[config.mk]
export PLATFORM = sky130hd
export DESIGN_NAME = pwm_motor_sequencer_flat
export DESIGN_NICKNAME = d
export VERILOG_FILES = /design/src/rtl/pwm_motor_sequencer_pkg.sv /design/src/rtl/pwm_motor_sequencer_if.sv /design/src/rtl/pwm_motor_sequencer_slew.sv /design/src/rtl/pwm_motor_sequencer.sv /design/src/flat_wrapper.sv
export SDC_FILE = /design/constraint.sdc
export NUM_CORES = 1
export LEC_CHECK = 0
export ABC_CLOCK_PERIOD_IN_PS = 9000
export CAP_MARGIN = 25
export CORE_AREA = 2 2 152 154
export CTS_CLUSTER_SIZE = 40
export DETAILED_ROUTE_END_ITERATION = 12
export DIE_AREA = 0 0 154 156
export PLACE_DENSITY_LB_ADDON = 0.1
export SETUP_SLACK_MARGIN = 0.2
export SYNTH_ARGS = -nofsm -noshare
export SYNTH_HDL_FRONTEND = slang
export SYNTH_SLANG_ARGS = --single-unit
[constraint.sdc]
create_clock -name clk -period 9 [get_ports clk]
set_input_delay 1.8 -clock clk [delete_from_list [all_inputs] [get_ports clk]]
set_output_delay 1.8 -clock clk [all_outputs]
set_load 0.01 [all_outputs]
[src/rtl/pwm_motor_sequencer_pkg.sv]
// Shared types and helpers for the motor PWM sequencer: state encoding,
// tick divider, ceiling log2 and the per-tick slew clamp.
package pwm_seq_pkg;

    typedef enum logic [1:0] {
        ST_DISARMED = 2'd0,
        ST_ARMING   = 2'd1,
        ST_ARMED    = 2'd2,
        ST_FAILSAFE = 2'd3
    } seq_state_e;

    function automatic int clog2(input int value);
        int result;
        int rem;
        result = 32'sd0;
        rem    = value - 32'sd1;
        while (rem > 32'sd0) begin
            result = result + 32'sd1;
            rem    = rem >>> 1;
        end
        return result;
    endfunction

    function automatic int tick_div(input int sys_clk, input int tick_hz);
        return sys_clk / tick_hz;
    endfunction

    function automatic logic signed [31:0] slew_clamp(input logic signed [31:0] diff,
                                                      input logic signed [31:0] step);
        logic signed [31:0] res;
        if (diff > step) begin
            res = step;
        end else if (diff < -step) begin
            res = -step;
        end else begin
            res = diff;
        end
        return res;
    endfunction

endpackage

[src/rtl/pwm_motor_sequencer_if.sv]
// Duty command channel between the register file (master) and the sequencer (slave).
interface pwm_motor_sequencer_if #(
    parameter int MOTORS = 4,
    parameter int DUTY_W = 9
);
    import pwm_seq_pkg::*;

    localparam int IDX_W = (clog2(MOTORS) > 32'sd0) ? clog2(MOTORS) : 32'sd1;

    logic              cmd_valid;
    logic              cmd_ready;
    logic [IDX_W-1:0]  cmd_idx;
    logic [DUTY_W-1:0] cmd_duty;

    modport master (output cmd_valid, output cmd_idx, output cmd_duty, input cmd_ready);
    modport slave  (input cmd_valid, input cmd_idx, input cmd_duty, output cmd_ready);

endinterface

[src/rtl/pwm_motor_sequencer_slew.sv]
// Per-motor target/duty holder: moves duty toward target by a bounded step on each tick.
module motor_slew
    import pwm_seq_pkg::*;
#(
    parameter int DUTY_W    = 9,
    parameter int IDLE_DUTY = 26,
    parameter int SLEW_STEP = 4
) (
    input  logic              clk,
    input  logic              rst,
    input  logic              tick,
    input  logic              slew_en,
    input  logic              load,
    input  logic [DUTY_W-1:0] load_duty,
    input  logic              force_idle,
    input  logic              force_zero,
    input  logic              fail,
    output logic [DUTY_W-1:0] duty
);

    localparam logic [DUTY_W-1:0] IDLE = DUTY_W'(IDLE_DUTY);

    logic [DUTY_W-1:0]        target_r;
    logic [DUTY_W-1:0]        duty_r;
    logic [DUTY_W-1:0]        eff_target_s;
    logic [DUTY_W-1:0]        next_duty_s;
    logic signed [DUTY_W+1:0] diff_s;
    logic signed [DUTY_W+1:0] delta_s;
    logic signed [DUTY_W+1:0] sum_s;

    // Target in force this cycle; a command landing on a tick cycle is used by that tick.
    always_comb begin
        if (fail) begin
            eff_target_s = IDLE;
        end else if (load) begin
            eff_target_s = (load_duty > IDLE) ? load_duty : IDLE;
        end else begin
            eff_target_s = target_r;
        end
    end

    // One clamped step toward the target, saturated to the unsigned duty range.
    always_comb begin
        diff_s  = $signed({2'b00, eff_target_s}) - $signed({2'b00, duty_r});
        delta_s = (DUTY_W+2)'(slew_clamp(32'(diff_s), 32'(SLEW_STEP)));
        sum_s   = $signed({2'b00, duty_r}) + delta_s;
        if (sum_s[DUTY_W+1]) begin
            next_duty_s = '0;
        end else if (sum_s[DUTY_W]) begin
            next_duty_s = '1;
        end else begin
            next_duty_s = sum_s[DUTY_W-1:0];
        end
    end

    // Target and duty registers with forced zero/idle overrides.
    always_ff @(posedge clk or posedge rst) begin
        if (rst) begin
            target_r <= '0;
            duty_r   <= '0;
        end else if (force_zero) begin
            target_r <= '0;
            duty_r   <= '0;
        end else if (force_idle) begin
            target_r <= IDLE;
            duty_r   <= IDLE;
        end else begin
            target_r <= eff_target_s;
            if (tick && slew_en) begin
                duty_r <= next_duty_s;
            end
        end
    end

    assign duty = duty_r;

endmodule

[src/rtl/pwm_motor_sequencer.sv]
// ESC arm/disarm sequencer with tick prescaler, duty slew and watchdog failsafe.
// Define PWM_SEQ_STAGGER_EN to bring motors up to idle one after another while arming.
module pwm_motor_sequencer
    import pwm_seq_pkg::*;
#(
    parameter int MOTORS     = 4,
    parameter int DUTY_W     = 9,
    parameter int SYS_CLK    = 100000000,
    parameter int TICK_HZ    = 1000,
    parameter int IDLE_DUTY  = 26,
    parameter int SLEW_STEP  = 4,
    parameter int ARM_TICKS  = 2000,
    parameter int WDOG_TICKS = 100
) (
    input  logic                     clk,
    input  logic                     rst,
    input  logic                     arm_req,
    input  logic                     disarm_req,
    pwm_motor_sequencer_if.slave     cmd,
    output logic [MOTORS*DUTY_W-1:0] duty_out,
    output logic                     pwm_ena,
    output logic [1:0]               state,
    output logic                     fault
);

    localparam int TDIV  = tick_div(SYS_CLK, TICK_HZ);
    localparam int PRE_W = clog2(TDIV) + 32'sd1;
    localparam int ARM_W = clog2(ARM_TICKS) + 32'sd1;
    localparam int WD_W  = clog2(WDOG_TICKS) + 32'sd1;
    localparam logic [PRE_W-1:0]  PRE_LAST = PRE_W'(TDIV - 32'sd1);
    localparam logic [ARM_W-1:0]  ARM_LAST = ARM_W'(ARM_TICKS - 32'sd1);
    localparam logic [WD_W-1:0]   WD_LAST  = WD_W'(WDOG_TICKS - 32'sd1);
    localparam logic [DUTY_W-1:0] IDLE     = DUTY_W'(IDLE_DUTY);
`ifdef PWM_SEQ_STAGGER_EN
    localparam int STAG_STEP = ARM_TICKS / MOTORS;
`endif

    seq_state_e        state_r;
    logic [PRE_W-1:0]  pre_r;
    logic [ARM_W-1:0]  arm_cnt_r;
    logic [ARM_W-1:0]  arm_next_s;
    logic [WD_W-1:0]   wdog_r;
    logic              cmd_ready_r;
    logic              tick_s;
    logic              accept_s;
    logic              arm_go_s;
    logic              disarm_go_s;
    logic              slew_en_s;
    logic              fail_s;
    logic              all_idle_s;
    logic [MOTORS-1:0] load_s;
    logic [MOTORS-1:0] force_idle_s;
    logic [MOTORS-1:0] idle_s;
    logic [DUTY_W-1:0] duty_s [MOTORS];

    assign tick_s      = (pre_r == PRE_LAST);
    assign accept_s    = cmd.cmd_valid && cmd_ready_r;
    assign arm_go_s    = (state_r == ST_DISARMED) && arm_req && !disarm_req;
    assign arm_next_s  = arm_cnt_r + ARM_W'(1);
    assign slew_en_s   = (state_r == ST_ARMED) || (state_r == ST_FAILSAFE);
    assign fail_s      = (state_r == ST_FAILSAFE);
    assign all_idle_s  = &idle_s;

    // Control tick prescaler, free running from reset.
    always_ff @(posedge clk or posedge rst) begin
        if (rst) begin
            pre_r <= '0;
        end else if (tick_s) begin
            pre_r <= '0;
        end else begin
            pre_r <= pre_r + PRE_W'(1);
        end
    end

    // Disarm is unconditional while arming/armed, but failsafe only releases once every motor sits at idle.
    always_comb begin
        case (state_r)
            ST_ARMING, ST_ARMED: disarm_go_s = disarm_req;
            ST_FAILSAFE:         disarm_go_s = disarm_req && all_idle_s;
            default:             disarm_go_s = 1'b0;
        endcase
    end

    // Per-motor command steering and idle forcing on arm entry / stagger points.
    always_comb begin
        load_s       = '0;
        force_idle_s = '0;
        for (int k = 0; k < MOTORS; k++) begin
            load_s[k] = accept_s && (32'(cmd.cmd_idx) == 32'(k));
`ifdef PWM_SEQ_STAGGER_EN
            if (arm_go_s && ((k * STAG_STEP) == 32'sd0)) begin
                force_idle_s[k] = 1'b1;
            end else if ((state_r == ST_ARMING) && tick_s && !disarm_req &&
                         (32'(arm_next_s) >= 32'(k * STAG_STEP))) begin
                force_idle_s[k] = 1'b1;
            end else begin
                force_idle_s[k] = 1'b0;
            end
`else
            force_idle_s[k] = arm_go_s;
`endif
        end
    end

    // Arm/disarm/failsafe state machine with arm and watchdog counters.
    always_ff @(posedge clk or posedge rst) begin
        if (rst) begin
            state_r     <= ST_DISARMED;
            arm_cnt_r   <= '0;
            wdog_r      <= '0;
            pwm_ena     <= 1'b0;
            cmd_ready_r <= 1'b0;
            fault       <= 1'b0;
        end else begin
            case (state_r)
                ST_DISARMED: begin
                    if (arm_go_s) begin
                        state_r   <= ST_ARMING;
                        arm_cnt_r <= '0;
                        pwm_ena   <= 1'b1;
                    end
                end
                ST_ARMING: begin
                    if (disarm_go_s) begin
                        state_r <= ST_DISARMED;
                        pwm_ena <= 1'b0;
                    end else if (tick_s) begin
                        if (arm_cnt_r == ARM_LAST) begin
                            state_r     <= ST_ARMED;
                            wdog_r      <= '0;
                            cmd_ready_r <= 1'b1;
                        end else begin
                            arm_cnt_r <= arm_next_s;
                        end
                    end
                end
                ST_ARMED: begin
                    if (disarm_go_s) begin
                        state_r     <= ST_DISARMED;
                        pwm_ena     <= 1'b0;
                        cmd_ready_r <= 1'b0;
                    end else if (accept_s) begin
                        wdog_r <= '0;
                    end else if (tick_s) begin
                        if (wdog_r == WD_LAST) begin
                            state_r     <= ST_FAILSAFE;
                            fault       <= 1'b1;
                            cmd_ready_r <= 1'b0;
                        end else begin
                            wdog_r <= wdog_r + WD_W'(1);
                        end
                    end
                end
                ST_FAILSAFE: begin
                    if (disarm_go_s) begin
                        state_r <= ST_DISARMED;
                        pwm_ena <= 1'b0;
                        fault   <= 1'b0;
                    end
                end
                default: begin
                    state_r     <= ST_DISARMED;
                    pwm_ena     <= 1'b0;
                    cmd_ready_r <= 1'b0;
                end
            endcase
        end
    end

    for (genvar k = 0; k < MOTORS; k++) begin : g_motor
        motor_slew #(
            .DUTY_W    (DUTY_W),
            .IDLE_DUTY (IDLE_DUTY),
            .SLEW_STEP (SLEW_STEP)
        ) u_slew (
            .clk        (clk),
            .rst        (rst),
            .tick       (tick_s),
            .slew_en    (slew_en_s),
            .load       (load_s[k]),
            .load_duty  (cmd.cmd_duty),
            .force_idle (force_idle_s[k]),
            .force_zero (disarm_go_s),
            .fail       (fail_s),
            .duty       (duty_s[k])
        );
        assign duty_out[k*DUTY_W +: DUTY_W] = duty_s[k];
        assign idle_s[k] = (duty_s[k] == IDLE);
    end

    assign cmd.cmd_ready = cmd_ready_r;
    assign state         = state_r;

endmodule

[src/flat_wrapper.sv]
// flat-port wrapper written by rule: the top's interface ports become plain ports
module pwm_motor_sequencer_flat import pwm_seq_pkg::*;
#(
    parameter int MOTORS     = 4,
    parameter int DUTY_W     = 9,
    parameter int SYS_CLK    = 100000000,
    parameter int TICK_HZ    = 1000,
    parameter int IDLE_DUTY  = 26,
    parameter int SLEW_STEP  = 4,
    parameter int ARM_TICKS  = 2000,
    parameter int WDOG_TICKS = 100
)
  (clk, rst, arm_req, disarm_req, duty_out, pwm_ena, state, fault, cmd_cmd_valid, cmd_cmd_idx, cmd_cmd_duty, cmd_cmd_ready);
  pwm_motor_sequencer_if #(.MOTORS(MOTORS), .DUTY_W(DUTY_W)) cmd_i ();
  input  logic clk;
  input  logic rst;
  input  logic arm_req;
  input  logic disarm_req;
  output logic [MOTORS*DUTY_W-1:0] duty_out;
  output logic pwm_ena;
  output logic [1:0] state;
  output logic fault;
  input wire logic [$bits(cmd_i.cmd_valid)-1:0] cmd_cmd_valid;
  input wire logic [$bits(cmd_i.cmd_idx)-1:0] cmd_cmd_idx;
  input wire logic [$bits(cmd_i.cmd_duty)-1:0] cmd_cmd_duty;
  output wire logic [$bits(cmd_i.cmd_ready)-1:0] cmd_cmd_ready;
  assign cmd_i.cmd_valid = cmd_cmd_valid;
  assign cmd_i.cmd_idx = cmd_cmd_idx;
  assign cmd_i.cmd_duty = cmd_cmd_duty;
  assign cmd_cmd_ready = cmd_i.cmd_ready;
  pwm_motor_sequencer #(.MOTORS(MOTORS), .DUTY_W(DUTY_W), .SYS_CLK(SYS_CLK), .TICK_HZ(TICK_HZ), .IDLE_DUTY(IDLE_DUTY), .SLEW_STEP(SLEW_STEP), .ARM_TICKS(ARM_TICKS), .WDOG_TICKS(WDOG_TICKS)) u_core (.clk(clk), .rst(rst), .arm_req(arm_req), .disarm_req(disarm_req), .cmd(cmd_i), .duty_out(duty_out), .pwm_ena(pwm_ena), .state(state), .fault(fault));
endmodule
# Word level (Yosys, flattened, before mapping)
# Index checks and enable logic that the tools add are counted.
dict set report word_totals {
  inputBits 16
  out_inout_bits 41
  elab_cells 178
  regBits 115
}
dict set report op_classes {
  n_reduce_logical 26
  muxes 86
  eq_ne 31
  addsub 11
  order_cmp 9
}
# cell n
set ops {}
lappend ops {{9-bit 2-to-1 mux} 37}
lappend ops {{11-bit 2-to-1 mux} 8}
lappend ops {{8-bit 2-to-1 mux} 7}
lappend ops {{12-bit 2-to-1 mux} 4}
lappend ops {{10-bit by 11-bit adder with 11-bit output} 4}
lappend ops {{10-bit by 4-bit greater-than comparator with 1-bit output (second input constant)} 4}
lappend ops {{10-bit by 3-bit < comparator with 1-bit output (second input constant)} 4}
lappend ops {{9-bit by 9-bit subtractor with 10-bit output} 4}
lappend ops {{9-bit by 5-bit equality test with 1-bit output (second input constant)} 4}
lappend ops {{12-bit one-hot mux with 2 select lines} 1}
lappend ops {{7-bit AND reduction} 3}
lappend ops {{18-bit by 1-bit adder with 18-bit output (second input constant)} 1}
lappend ops {{18-bit by 17-bit equality test with 1-bit output (second input constant)} 1}
lappend ops {{18-bit 2-to-1 mux} 1}
lappend ops {{2-bit 2-to-1 mux} 9}
lappend ops {{8-bit one-hot mux with 2 select lines} 1}
lappend ops {{3-bit by 2-bit inequality test with 1-bit output (second input constant)} 5}
lappend ops {{2-bit inequality test (second input constant)} 7}
lappend ops {{1-bit 2-to-1 mux} 13}
lappend ops {{12-bit by 1-bit adder with 12-bit output (second input constant)} 1}
lappend ops {{12-bit by 11-bit equality test with 1-bit output (second input constant)} 1}
lappend ops {{9-bit by 5-bit greater-than comparator with 1-bit output (second input constant)} 1}
lappend ops {{1-bit logical AND} 9}
lappend ops {{8-bit by 1-bit adder with 8-bit output (second input constant)} 1}
lappend ops {{other kinds (19)} 32}

# Depth between registers and ports, before layout
dict set report depth {
  depth_word 14
  depth_mapped 29
  depth_no_buf 27
}

# Hierarchy
# From an unflattened synthesis, not the netlist that was laid out.
dict set report hier_totals {
  hier_cells 1276
  hier_area_um2 10695.3
}
# module seq_area_each_um2 cells_each area_each_um2 instances
set modules_own_cells {}
lappend modules_own_cells {{motor_slew (u_core.g_motor[0].u_slew ...)} 450.4 254 2049.5 3}
lappend modules_own_cells {pwm_motor_sequencer 1076.0 264 2536.2 1}
lappend modules_own_cells {{motor_slew (u_core.g_motor[1].u_slew)} 450.4 250 2010.7 1}

# Least setup slack after synthesis
# No wires, ideal clock.
dict set report synth_timing {
  path_kind {input port to flip-flop}
  from {in cmd_cmd_duty[8]}
  to {reg u_core.g_motor[1].u_slew.duty_r[0]}
  setup_ps 126
  t_arrival_ps 7593
  n_path_buf 1
  setup_slack_ps 1281
  stages 26
  required_time_ps 8874
  path_cell_list {nor4_1 -> a21boi_0 -> mux2i_1 -> or2_2 -> ha_1 -> inv_1 -> fa_1 -> a211o_1 -> a2111oi_0 -> or3_1 -> nand3_1 -> or3_1 -> ha_1 -> buf_1 -> nor3_1 -> ha_1 -> inv_1 -> fa_1 -> nor2b_1 -> o31a_1 -> o31a_1 -> o41a_1 -> or3_1 -> o311a_1 -> a21boi_1 -> a221o_1}
}
dict set report synth_between {
  elab_chain_cells 14
  elab_cells_between_ends 15
  cone_classes {2 x add/sub; 3 x order compare; 10 x mux}
}
# element line_no
set synth_lines {}
lappend synth_lines {{from (decl)} flat_wrapper.sv:25} ;# input wire logic [$bits(cmd_i.cmd_duty)-1:0] cmd_cmd_duty;
lappend synth_lines {{9-bit by 5-bit greater-than comparator with 1-bit output} pwm_motor_sequencer_slew.sv:36} ;# eff_target_s = (load_duty > IDLE) ? load_duty : IDLE;
lappend synth_lines {{9-bit 2-to-1 mux (*)} pwm_motor_sequencer_slew.sv:36}
lappend synth_lines {{9-bit 2-to-1 mux (*)} pwm_motor_sequencer_slew.sv:35} ;# end else if (load) begin
lappend synth_lines {{9-bit 2-to-1 mux (*)} pwm_motor_sequencer_slew.sv:33} ;# if (fail) begin
lappend synth_lines {{9-bit by 9-bit subtractor with 10-bit output (*)} pwm_motor_sequencer_slew.sv:44} ;# diff_s = $signed({2'b00, eff_target_s}) - $signed({2'b00, duty_r});
lappend synth_lines {{10-bit by 3-bit < comparator with 1-bit output} pwm_motor_sequencer_pkg.sv:33} ;# end else if (diff < -step) begin
lappend synth_lines {{11-bit 2-to-1 mux} pwm_motor_sequencer_pkg.sv:33}
lappend synth_lines {{11-bit 2-to-1 mux (*)} pwm_motor_sequencer_pkg.sv:31} ;# if (diff > step) begin
lappend synth_lines {{10-bit by 11-bit adder with 11-bit output (*)} pwm_motor_sequencer_slew.sv:46} ;# sum_s = $signed({2'b00, duty_r}) + delta_s;
lappend synth_lines {{9-bit 2-to-1 mux} pwm_motor_sequencer_slew.sv:49} ;# end else if (sum_s[DUTY_W]) begin
lappend synth_lines {{9-bit 2-to-1 mux (*)} pwm_motor_sequencer_slew.sv:47} ;# if (sum_s[DUTY_W+1]) begin
lappend synth_lines {{9-bit 2-to-1 mux (*)} pwm_motor_sequencer_slew.sv:69} ;# if (tick && slew_en) begin
lappend synth_lines {{9-bit 2-to-1 mux (*)} pwm_motor_sequencer_slew.sv:64} ;# end else if (force_idle) begin
lappend synth_lines {{9-bit 2-to-1 mux (*)} pwm_motor_sequencer_slew.sv:61} ;# end else if (force_zero) begin
lappend synth_lines {{to (signal assigned)} pwm_motor_sequencer_slew.sv:70} ;# duty_r <= next_duty_s;
lappend synth_lines {{to (decl)} pwm_motor_sequencer_slew.sv:24} ;# logic [DUTY_W-1:0] duty_r;
# Every way passes the cells marked *; elsewhere a longest branch is shown, timed or not. The select of a mux whose other input is x is not followed.
# A chain may end at the register's enable or synchronous reset.

# Worst setup path after layout
dict set report layout_timing {
  from {in cmd_cmd_duty[7]}
  to {reg u_core.g_motor[3].u_slew.duty_r[8]}
}
dict set report layout_between {
  elab_chain_cells 14
  elab_cells_between_ends 15
  cone_classes {2 x add/sub; 3 x order compare; 10 x mux}
}
# element line_no
set layout_lines {}
lappend layout_lines {{9-bit by 5-bit greater-than comparator with 1-bit output} pwm_motor_sequencer_slew.sv:36}
lappend layout_lines {{9-bit 2-to-1 mux (*)} pwm_motor_sequencer_slew.sv:36}
lappend layout_lines {{9-bit 2-to-1 mux (*)} pwm_motor_sequencer_slew.sv:35}
lappend layout_lines {{9-bit 2-to-1 mux (*)} pwm_motor_sequencer_slew.sv:33}
lappend layout_lines {{9-bit by 9-bit subtractor with 10-bit output (*)} pwm_motor_sequencer_slew.sv:44}
lappend layout_lines {{10-bit by 3-bit < comparator with 1-bit output} pwm_motor_sequencer_pkg.sv:33}
lappend layout_lines {{11-bit 2-to-1 mux} pwm_motor_sequencer_pkg.sv:33}
lappend layout_lines {{11-bit 2-to-1 mux (*)} pwm_motor_sequencer_pkg.sv:31}
lappend layout_lines {{10-bit by 11-bit adder with 11-bit output (*)} pwm_motor_sequencer_slew.sv:46}
lappend layout_lines {{9-bit 2-to-1 mux} pwm_motor_sequencer_slew.sv:49}
lappend layout_lines {{9-bit 2-to-1 mux (*)} pwm_motor_sequencer_slew.sv:47}
lappend layout_lines {{9-bit 2-to-1 mux (*)} pwm_motor_sequencer_slew.sv:69}
lappend layout_lines {{9-bit 2-to-1 mux (*)} pwm_motor_sequencer_slew.sv:64}
lappend layout_lines {{9-bit 2-to-1 mux (*)} pwm_motor_sequencer_slew.sv:61}
lappend layout_lines {{to (signal assigned)} pwm_motor_sequencer_slew.sv:70}
lappend layout_lines {{to (decl)} pwm_motor_sequencer_slew.sv:24}
# Marked as above.

==> run summary <==
status - completed
Core Area - 0.02237 sq mm
fin util - 50.83%
Cell Rows - 55
measured slew at the worst slew-check pin - 920.8 ps
Syn Nets - 1276
Worst Hold Class - reg2reg
number of synthesized register bits - 115
Worst Path Required - 9320 ps
Final ANT Viol Nets - 0
H-tree depth - 4
Finish-stage setup viols - 0
Worst Clk Skew - 20.44 ps
worst skew pair latency - 440 ps
r2r setup slk - 2350 ps
Mapped Area - 0.009867 sq mm
Setup Total Neg Slack - 0 ps
DP HPWL - 20470 um
Initial Util - 44.12%
Synth warnings - 0
relative slew slack - 37.75%
ANT cells - 0
ys flop type - dfrtp_1
crit-path max cell delay - 600 ps
Sw Share - 48.57%
FF-to-FF Start - u_core.cmd.cmd_ready$_DFFE_PP0P_
first-pass GRT wire length - 44080 um
Hold Vio Cnt, Final - 0
min cycle time layout - 8249 ps
Die Wd - 154 um
CP Capture Type - flip-flop
Residual DRC - 0
Syn-to-layout area delta - 15.20%
Peak Freq - 121.2 MHz
GRT overflow - 0
TritonCTS clock tree - built
peak supply drop - 0.3138 mV
final-report max-slew violation count - 0
Via-to-Cell Ratio - 5.824
post-synthesis sequential area ratio - 29.17%
vias - 8812
Critical Path Sink - u_core.g_motor[3].u_slew.duty[8]$_DFFE_PP0P_
GR Util met3 - 3.972%
Crit. Startpoint - cmd_cmd_duty[7]
leakage - 5.118 nW
RSZ-0062 raised after global routing - false
number of flops mapped to enable cells by yosys - 0
slowest CP cell - clkdlybuf4s50_1
Top delay family on crit path - compound AO/OA/AOI/OAI gates
I/O pin total - 57
DIE HEIGHT - 156 um
GRT Max-Usage Layer - met2
Initial DRT Pass Iterations - 6
# clock sinks - 115
Post-CTS Hold Fix Bufs - 0
area of the die - 0.02402 sq mm
max-cap violations - 0
P per Cell Area - 451.4 mW/mm^2
number of cells on the critical path - 26
met1 usage - 32.00%
startpoint types - input port
GR Util All Layers - 23.13%
post-detailed-routing wire length - 27490 um
DRT iter0 DRCs - 539
WS Path Type - in2reg
number of antenna violations at the first check in global routing - 0
total CTS buffers - 17
period utilization - 91.65%
gpl congestion - 0.8816
P_int - 2.639 mW
number of distinct library cells after synthesis - 82
Switch Pwr - 2.492 mW
worst flop-to-flop path endpoint - u_core.g_motor[3].u_slew.duty[8]$_DFFE_PP0P_
post-synthesis cell count - 1169
crit path DAT - 8560 ps
share of cells above drive strength 1 - 6.433%
Post-Syn Area per Cell - 8.441 sq um
part of the power in registers - 13.6%
routed length per instance - 18.17 um
largest net degree at the start of global routing - 66
Post-CTS Setup Inserts - 0
clock slew at reported path FFs - 60 ps
CTS Buffer Depth - 2
WP buf/inv - 2
asr flop ratio synth - 100.0%
met2 Use GR - 36.43%
worst r2r path cells - 22
PortBufs - 56
number of global-route vias before repair - 8552
CP max FO - 7
clock share of power - 14.3%
Gate power share - 72.1%
clk root buf - clkbuf_16
nets - 1322
## worst min-delay path by stage
stage / from / endpoint / slack [ps] / depth (start not counted)
floorplan: u_core.pre_r[0]$_DFF_PP0_ / u_core.pre_r[0]$_DFF_PP0_ / 450 / 1
global placement: u_core.pre_r[0]$_DFF_PP0_ / u_core.pre_r[0]$_DFF_PP0_ / 480 / 1
detailed placement: u_core.pre_r[4]$_DFF_PP0_ / u_core.pre_r[4]$_DFF_PP0_ / 480 / 1
CTS: u_core.pre_r[0]$_DFF_PP0_ / u_core.pre_r[0]$_DFF_PP0_ / 490 / 1
global route: u_core.pre_r[0]$_DFF_PP0_ / u_core.pre_r[0]$_DFF_PP0_ / 510 / 1
finish: u_core.pre_r[0]$_DFF_PP0_ / u_core.pre_r[0]$_DFF_PP0_ / 490 / 1
## per-stage QoR
stage / area [sq um] / setup slack, ps / hold WS [ps] / power, mW / instances
2_1_floorplan: 9867 / 1281 / 454.9 / 3.580 / 1169
3_3_place_gp: 10720 / 272.9 / 477.0 / 4.353 / 1481
3_5_place_dp: 10720 / 7.599 / 484.0 / 4.358 / 1481
4_1_cts: 11350 / 471.5 / 492.9 / 5.117 / 1513
5_1_grt: 11370 / 261.6 / 510.5 / 5.610 / 1513
6_report: 11370 / 751.2 / 487.7 / 5.131 / 1513
## cells in the final DEF, fill, tap and decap left out, drive strengths merged, types with 22 or more instances in the layout
master           n
xor2            29
nor2b           22
nor2           150
o21ai           44
a221o           28
clkdlybuf4s50   56
nand3           34
xnor2           40
inv             73
nand2b          23
o21a            41
nor3            45
ha              83
dfrtp          115
a21oi           70
nand2           72
## cell families (layout without fill, tap and decap cells)
kind of cell | count (synthesis) | count (layout) | synth area share [%]
xor gates and xnor gates | 69 | 69 | 6.201
AOI/OAI and AO/OA | 311 | 311 | 22.95
and+or+nand+nor | 453 | 453 | 23.23
adders and majority gates | 91 | 91 | 12.15
muxes | 20 | 20 | 2.042
buffers and inverters | 110 | 169 | 4.261
DFF | 115 | 115 | 29.17
## final cells by class
class | count | area [sq um]
fill | 2103 | 11000
sequential | 115 | 2878
inverter | 70 | 265.3
clock buffer | 19 | 452.9
clock inverter | 13 | 173.9
multi-input combinational | 944 | 6598
timing repair buffer | 67 | 643.1
tap | 285 | 356.6
## metal layers
layer | share of wire, % | vias up
met2 | 44 | 204
met4 | 2.6 | 0
met1 | 49 | 4219
met5 | 0 | -
li1 | - | 4347
met3 | 4.4 | 42
## power by group through the flow
stage	Clock [mW]	Sequential (mW)	Combinational, mW
floorplan	0	0.688	2.89
global placement	0	0.703	3.65
detailed placement	0	0.705	3.65
CTS	0.742	0.696	3.68
global route	0.762	0.709	4.14
finish	0.734	0.695	3.70
## registers in the layout, indices dropped and copies added (netlist names)
| signal | cells |
|---|---|
| u_core.pre_r | 18 |
| u_core.arm_cnt_r | 12 |
| u_core.cmd.cmd_ready | 1 |
| u_core.fault | 1 |
| u_core.wdog_r | 8 |
| u_core.pwm_ena | 1 |
| u_core.state | 2 |
| u_core.g_motor.u_slew.duty | 36 |
| u_core.g_motor.u_slew.target_r | 36 |
## synth_stat cells (all sizes together) (11+ instances only)
| master | n | share of area (%) |
|---|---|---|
| a211o | 16 | 1.4 |
| a21o | 21 | 1.6 |
| a21oi | 70 | 3.6 |
| a221o | 28 | 2.8 |
| and2 | 21 | 1.3 |
| buf | 11 | 0.49 |
| clkbuf | 29 | 1.1 |
| dfrtp | 115 | 29 |
| ha | 83 | 11 |
| inv | 70 | 2.7 |
| mux2i | 19 | 1.9 |
| nand2 | 72 | 2.7 |
| nand2b | 23 | 1.5 |
| nand3 | 34 | 1.7 |
| nand4 | 12 | 0.76 |
| nor2 | 150 | 5.7 |
| nor2b | 22 | 1.4 |
| nor3 | 45 | 2.3 |
| o21a | 41 | 3.1 |
| o21ai | 44 | 2.3 |
| or2 | 12 | 0.76 |
| or3 | 11 | 0.70 |
| xnor2 | 40 | 3.6 |
| xor2 | 29 | 2.6 |
## timing repair
item / 4_1_cts / 5_1_grt
hold endpoints to repair: 0 / 0
gates resized for setup: 0 / 3
endpoints found under the setup margin: 0 / 31
Power figures use the tool's default switching activity.
